**src/rtl/ram_master.sv**
```systemverilog
// Load/store initiator for a synchronous byte-enable RAM with one-cycle registered read.
// Define RAM_MASTER_ALIGN_CHECK_EN to fault misaligned/illegal-size requests instead of aligning them.
module ram_master #(
    parameter int unsigned WORD_ADDR_W = 22
) (
    input  logic                   clk,
    input  logic                   resetn,
    input  logic                   req_valid,
    output logic                   req_ready,
    input  logic                   req_write,
    input  logic [1:0]             req_size,
    input  logic                   req_signed,
    input  logic [31:0]            req_addr,
    input  logic [31:0]            req_wdata,
    output logic                   rsp_valid,
    input  logic                   rsp_ready,
    output logic [31:0]            rsp_rdata,
    output logic                   rsp_error,
    output logic [3:0]             mem_wen,
    output logic [WORD_ADDR_W-1:0] mem_addr,
    output logic [31:0]            mem_wdata,
    input  logic [31:0]            mem_rdata
);

    localparam logic [1:0] IDLE   = 2'd0;
    localparam logic [1:0] ACCESS = 2'd1;
    localparam logic [1:0] WAIT   = 2'd2;
    localparam logic [1:0] RESP   = 2'd3;

    localparam logic [1:0] SZ_BYTE = 2'b00;
    localparam logic [1:0] SZ_HALF = 2'b01;
    localparam logic [1:0] SZ_WORD = 2'b10;
    localparam logic [1:0] SZ_ILL  = 2'b11;

    logic [1:0]             state_q, state_d;
    logic                   req_ready_q, req_ready_d;
    logic                   rsp_valid_q, rsp_valid_d;
    logic [31:0]            rsp_rdata_q, rsp_rdata_d;
    logic                   rsp_error_q, rsp_error_d;
    logic [3:0]             mem_wen_q, mem_wen_d;
    logic [WORD_ADDR_W-1:0] mem_addr_q, mem_addr_d;
    logic [31:0]            mem_wdata_q, mem_wdata_d;
    logic                   write_q, write_d;
    logic                   signed_q, signed_d;
    logic [1:0]             size_q, size_d;
    logic [1:0]             off_q, off_d;

    logic                   req_fault_c;
    logic [1:0]             req_size_c;
    logic [1:0]             req_off_c;
    logic [3:0]             req_wen_c;
    logic [31:0]            req_wdata_c;
    logic [7:0]             byte_lane_c;
    logic [15:0]            half_lane_c;
    logic [31:0]            load_ext_c;
    logic                   unused_addr_hi;

    assign unused_addr_hi = ^req_addr[31:WORD_ADDR_W+2];

    // Request classification: fault detection or forced alignment, depending on build.
    always_comb begin
        req_size_c  = req_size;
        req_off_c   = req_addr[1:0];
        req_fault_c = 1'b0;
`ifdef RAM_MASTER_ALIGN_CHECK_EN
        case (req_size)
            SZ_HALF: req_fault_c = req_addr[0];
            SZ_WORD: req_fault_c = (req_addr[1:0] != 2'b00);
            SZ_ILL:  req_fault_c = 1'b1;
            default: req_fault_c = 1'b0;
        endcase
`else
        case (req_size)
            SZ_HALF: req_off_c = {req_addr[1], 1'b0};
            SZ_WORD: req_off_c = 2'b00;
            SZ_ILL: begin
                req_size_c = SZ_WORD;
                req_off_c  = 2'b00;
            end
            default: req_off_c = req_addr[1:0];
        endcase
`endif
    end

    // Store lane enables and lane-replicated write data.
    always_comb begin
        case (req_size_c)
            SZ_BYTE: begin
                req_wen_c   = 4'b0001 << req_off_c;
                req_wdata_c = {4{req_wdata[7:0]}};
            end
            SZ_HALF: begin
                req_wen_c   = req_off_c[1] ? 4'b1100 : 4'b0011;
                req_wdata_c = {2{req_wdata[15:0]}};
            end
            default: begin
                req_wen_c   = 4'b1111;
                req_wdata_c = req_wdata;
            end
        endcase
    end

    // Load lane select and extension from the registered RAM read data.
    always_comb begin
        case (off_q)
            2'd0:    byte_lane_c = mem_rdata[7:0];
            2'd1:    byte_lane_c = mem_rdata[15:8];
            2'd2:    byte_lane_c = mem_rdata[23:16];
            default: byte_lane_c = mem_rdata[31:24];
        endcase
        half_lane_c = off_q[1] ? mem_rdata[31:16] : mem_rdata[15:0];
        case (size_q)
            SZ_BYTE: load_ext_c = {{24{signed_q & byte_lane_c[7]}}, byte_lane_c};
            SZ_HALF: load_ext_c = {{16{signed_q & half_lane_c[15]}}, half_lane_c};
            default: load_ext_c = mem_rdata;
        endcase
    end

    // Next-state and registered-output logic.
    always_comb begin
        state_d     = state_q;
        req_ready_d = req_ready_q;
        rsp_valid_d = rsp_valid_q;
        rsp_rdata_d = rsp_rdata_q;
        rsp_error_d = rsp_error_q;
        mem_wen_d   = 4'b0000;
        mem_addr_d  = mem_addr_q;
        mem_wdata_d = mem_wdata_q;
        write_d     = write_q;
        signed_d    = signed_q;
        size_d      = size_q;
        off_d       = off_q;

        case (state_q)
            IDLE: begin
                req_ready_d = 1'b1;
                if (req_valid && req_ready_q) begin
                    req_ready_d = 1'b0;
                    write_d     = req_write;
                    signed_d    = req_signed;
                    size_d      = req_size_c;
                    off_d       = req_off_c;
                    if (req_fault_c) begin
                        state_d     = RESP;
                        rsp_valid_d = 1'b1;
                        rsp_error_d = 1'b1;
                        rsp_rdata_d = 32'd0;
                    end else begin
                        state_d    = ACCESS;
                        mem_addr_d = req_addr[WORD_ADDR_W+1:2];
                        if (req_write) begin
                            mem_wen_d   = req_wen_c;
                            mem_wdata_d = req_wdata_c;
                        end
                    end
                end
            end
            ACCESS: begin
                if (write_q) begin
                    state_d     = RESP;
                    rsp_valid_d = 1'b1;
                    rsp_error_d = 1'b0;
                    rsp_rdata_d = 32'd0;
                end else begin
                    state_d = WAIT;
                end
            end
            WAIT: begin
                state_d     = RESP;
                rsp_valid_d = 1'b1;
                rsp_error_d = 1'b0;
                rsp_rdata_d = load_ext_c;
            end
            RESP: begin
                if (rsp_ready) begin
                    state_d     = IDLE;
                    rsp_valid_d = 1'b0;
                    req_ready_d = 1'b1;
                end
            end
            default: begin
                state_d     = IDLE;
                rsp_valid_d = 1'b0;
                req_ready_d = 1'b0;
            end
        endcase
    end

    always_ff @(posedge clk or negedge resetn) begin
        if (!resetn) begin
            state_q     <= IDLE;
            req_ready_q <= 1'b0;
            rsp_valid_q <= 1'b0;
            rsp_rdata_q <= 32'd0;
            rsp_error_q <= 1'b0;
            mem_wen_q   <= 4'b0000;
            mem_addr_q  <= '0;
            mem_wdata_q <= 32'd0;
            write_q     <= 1'b0;
            signed_q    <= 1'b0;
            size_q      <= SZ_BYTE;
            off_q       <= 2'b00;
        end else begin
            state_q     <= state_d;
            req_ready_q <= req_ready_d;
            rsp_valid_q <= rsp_valid_d;
            rsp_rdata_q <= rsp_rdata_d;
            rsp_error_q <= rsp_error_d;
            mem_wen_q   <= mem_wen_d;
            mem_addr_q  <= mem_addr_d;
            mem_wdata_q <= mem_wdata_d;
            write_q     <= write_d;
            signed_q    <= signed_d;
            size_q      <= size_d;
            off_q       <= off_d;
        end
    end

    assign req_ready = req_ready_q;
    assign rsp_valid = rsp_valid_q;
    assign rsp_rdata = rsp_rdata_q;
    assign mem_wen   = mem_wen_q;
    assign mem_addr  = mem_addr_q;
    assign mem_wdata = mem_wdata_q;
`ifdef RAM_MASTER_ALIGN_CHECK_EN
    assign rsp_error = rsp_error_q;
`else
    assign rsp_error = 1'b0;
    logic unused_rsp_error;
    assign unused_rsp_error = rsp_error_q;
`endif

endmodule
```
**config.mk**
```make
export PLATFORM = sky130hd
export DESIGN_NAME = ram_master
export DESIGN_NICKNAME = d
export VERILOG_FILES = /design/src/rtl/ram_master.sv
export SDC_FILE = /design/constraint.sdc
export NUM_CORES = 1
export LEC_CHECK = 0
export BUFFER_PORTS_ARGS = -buffer_cell sky130_fd_sc_hd__buf_2
export CORE_UTILIZATION = 43
export CTS_CLUSTER_SIZE = 12
export DETAILED_ROUTE_END_ITERATION = 10
export PLACE_DENSITY = 0.76
export SYNTH_ARGS = -nofsm -noshare
export SYNTH_HDL_FRONTEND = slang
export SYNTH_SLANG_ARGS = --single-unit
```
**constraint.sdc**
```tcl
create_clock -name clk -period 1.8 [get_ports clk]
set_input_delay 0.36 -clock clk [delete_from_list [all_inputs] [get_ports clk]]
set_output_delay 0.36 -clock clk [all_outputs]
set_load 0.005 [all_outputs]
```
==> metrics.yaml <==
drt:
  drtIter0Drc: 163
  wirelength_microns: 12400
  drt_pass1_iterations: 4
  vias_per_cell: 5.35
  via_count: 4021
  drc: 0
  detail-route-antenna-nets: 0
  wl_per_cell_microns: 16.6
setup_path:
  worst_r2r_startpoint: "off_q[1]"
  crit_required_ns: 2.03
  r2r_setup_slack_ns: 0.02
  r2r-end: "rsp_rdata[21]"
  worstPathMaxFanout: 16
  startpoint_type: "flop"
  crit_path_end_kind: "flop"
  reg2regPathDepth: 5
  critPathKind: "reg2reg"
  crit_arrival_ns: 2.02
place:
  dp_hpwl_microns: 9410
  dp.cells: 735
  place_congestion: 0.879
  portBuffers: 187
  pre_cts_slack_ns: -0.155
  post_dp_cell_area_sq_um: 5890
timing:
  setup_slack_ns: 0.0186
  hold_viol_final: 0
  timing_max_transition_violations_final: 0
  clock_skew_ns: 0.00815
  period_needed_ns: 1.78
  period_share_pct: 99.0
  max_freq_mhz: 561
  setup_viol: 0
  worst_pin_slew_ns: 0.641
  rsz0062_at_grt: "true"
  whs_ns: 0.228
  slew-limit-headroom_pct: 57.2
global_routing:
  grt_pass1_vias: 4092
  busiest_layer: "met2"
  grt_antenna_before_repair: 0
  grtUsageMet3_pct: 5.27
  track_usage_pct: 22.8
  grt_pass1_wl_microns: 20100
  grt_max_degree: 62
  use_met1_pct: 27.5
  grt_overflow_total: 0
  met2_usage_pct: 38.6
clocking:
  cts-root-buf: "clkbuf_8"
  cts_buffers: 9
  htreeDepth: 3
  clockBufferDepth: 2
  cts_tree: "built"
  clk_pin_slew_worst_paths_ns: 0.10
  clock_latency_ns: 0.36
  clock-sinks: 100
logic_synthesis:
  netlist.area_leader.share_pct: 53.5
  syn_nets: 527
  synth_most_common_cell: "dfrtp_1"
  ys_top_cells_by_area: "dfrtp_1 (53%), mux2_2 (9.9%), mux2i_1 (5.1%)"
  synth-edff-count: 0
  yosys.area.top_type: "dfrtp_1"
  syn-cell-area_sq_um: 4680
  yosysUniqueCellTypes: 42
  yosys_warnings: 0
  synthArstFlopShare_pct: 100
  yosysSeqAreaShare_pct: 53.5
  synthTopCellsByCount: "dfrtp_1 (100), nand2_1 (51), mux2_2 (41), o21ai_0 (34), mux2i_1 (24)"
  syn_area_per_cell_sq_um: 11.2
  syn_inst: 419
  yosys_most_used_dff: "dfrtp_1"
  ys_seq_elements: 100
power_and_ir_drop:
  power_frac_clock_pct: 15.6
  power.density_nw_per_um2: 1580
  pwr-share-seq_pct: 39.6
  power_switching_w: 0.00346
  comb_power_share_pct: 44.8
  power.leakage_nw: 3.20
  p_total_w: 0.00971
  p_sw_share_pct: 35.7
  vdd_ir_drop_max_mv: 0.783
  p_int_w: 0.00624
layout:
  regArea_sq_um: 2500
  multi_input_area_sq_um: 2020
  syn2layout_area_growth_pct: 31.4
  fillCellCount: 897
  finalNonFillerCells: 752
  drive_gt1_share_pct: 44.6
  nets: 720
  antennaDiodeCount: 0
  final_area_sq_um: 6150
worst_hold_path:
  hold_start: "req_signed"
  hold_path_depth: 2
  hold_end: "signed_q"
  hold_class: "in2reg"
die:
  coreArea_sq_um: 10400
  start_util_pct: 44.9
  die_w_microns: 106
  ios: 197
  die-area_sq_um: 11300
  dieHeight_microns: 106
  rows: 37
flow_run:
  cap_violations: 0
run_status:
  status: "complete, no violations"
==> worst max-delay path by stage <==
stage	start	to	slack, ns	cells past startpoint
2_1_floorplan	state_q[0]	mem_addr[0]	0.06	5
3_3_place_gp	state_q[1]	rsp_rdata[30]	-0.06	6
3_5_place_dp	state_q[1]	rsp_rdata[21]	-0.15	6
4_1_cts	state_q[1]	rsp_rdata[21]	0.009	8
5_1_grt	off_q[1]	rsp_rdata[22]	-0.01	5
6_report	off_q[1]	rsp_rdata[21]	0.02	5
==> critical path: stages (launching register included) <==
cell	delay [ns]
dfrtp_1	0.39
mux4_2	0.55
mux2i_2	0.22
nor4b_4	0.08
buf_12	0.15
a221o_1	0.27
==> what timing repair did <==
action                                  in CTS  in global routing
hold endpoints to repair                    27                  0
pin swaps                                    0                  3
setup buffers                                0                  2
resized for setup                            3                  3
endpoints found under the setup margin      30                 24
hold buffers                                 1                  0
==> layout make-up <==
class	count	area share, %
tap	136	2.77
inverter	15	0.916
multi-input combinational	275	32.9
sequential	100	40.7
clock inverter	3	0.713
clock buffer	12	2.69
timing repair buffer	211	19.3
==> layer usage <==
metal / vias to the layer above / part of all wire, %
li1: 1887 / -
met1: 1919 / 41
met2: 191 / 48
met3: 24 / 8.4
met4: 0 / 2.8
met5: - / 0
==> cells in the final DEF (no fill, tap or decap), types with 2 or more instances in the layout <==
master / count
o22ai_1: 2
clkbuf_8: 12
a21o_1: 7
mux2i_1: 24
nand2b_1: 4
nor3_1: 2
buf_12: 5
a221o_1: 16
nor3b_1: 7
a21oi_1: 12
o22a_1: 2
buf_2: 186
inv_1: 15
nor2b_1: 3
buf_4: 18
ha_1: 3
o31ai_1: 7
a22o_1: 2
dfrtp_1: 99
a311oi_1: 6
nor2_1: 20
nor2_2: 2
mux2_2: 41
o21ai_0: 34
nand2_1: 51
a221oi_1: 9
o21a_1: 6
==> power by group through the flow <==
| stage | registers (W) | clock network (W) | logic, W |
|---|---|---|---|
| after floorplan | 0.00390 | 0 | 0.00237 |
| after global placement | 0.00382 | 0 | 0.00414 |
| after detailed placement | 0.00389 | 0 | 0.00429 |
| after CTS | 0.00385 | 0.00156 | 0.00437 |
| after global routing | 0.00397 | 0.00165 | 0.00480 |
| final | 0.00384 | 0.00151 | 0.00435 |
==> stage by stage <==
stage          setup TNS (ns)  util, %
6_report                    0     59.0
3_3_place_gp            -1.43     56.6
4_1_cts                     0     58.9
5_1_grt                -0.114     59.0
3_5_place_dp            -3.43     56.6
2_1_floorplan               0        -
==> registers in the layout (all words and copies together), names as in the netlist <==
signal,cells
mem_addr,22
rsp_rdata,32
off_q,2
rsp_valid,1
signed_q,1
req_ready,1
state_q,2
mem_wdata,32
write_q,1
mem_wen,4
size_q,2
==> cells by family after synthesis <==
group           synth area share (%)
compound gates                  16.3
flops                           53.5
simple gates                    9.39
mux                             15.8
buf+inv                         3.93
fa+ha+maj                       1.07
other cells                   0.0802
No activity file was read; power rests on OpenSTA's default activity.
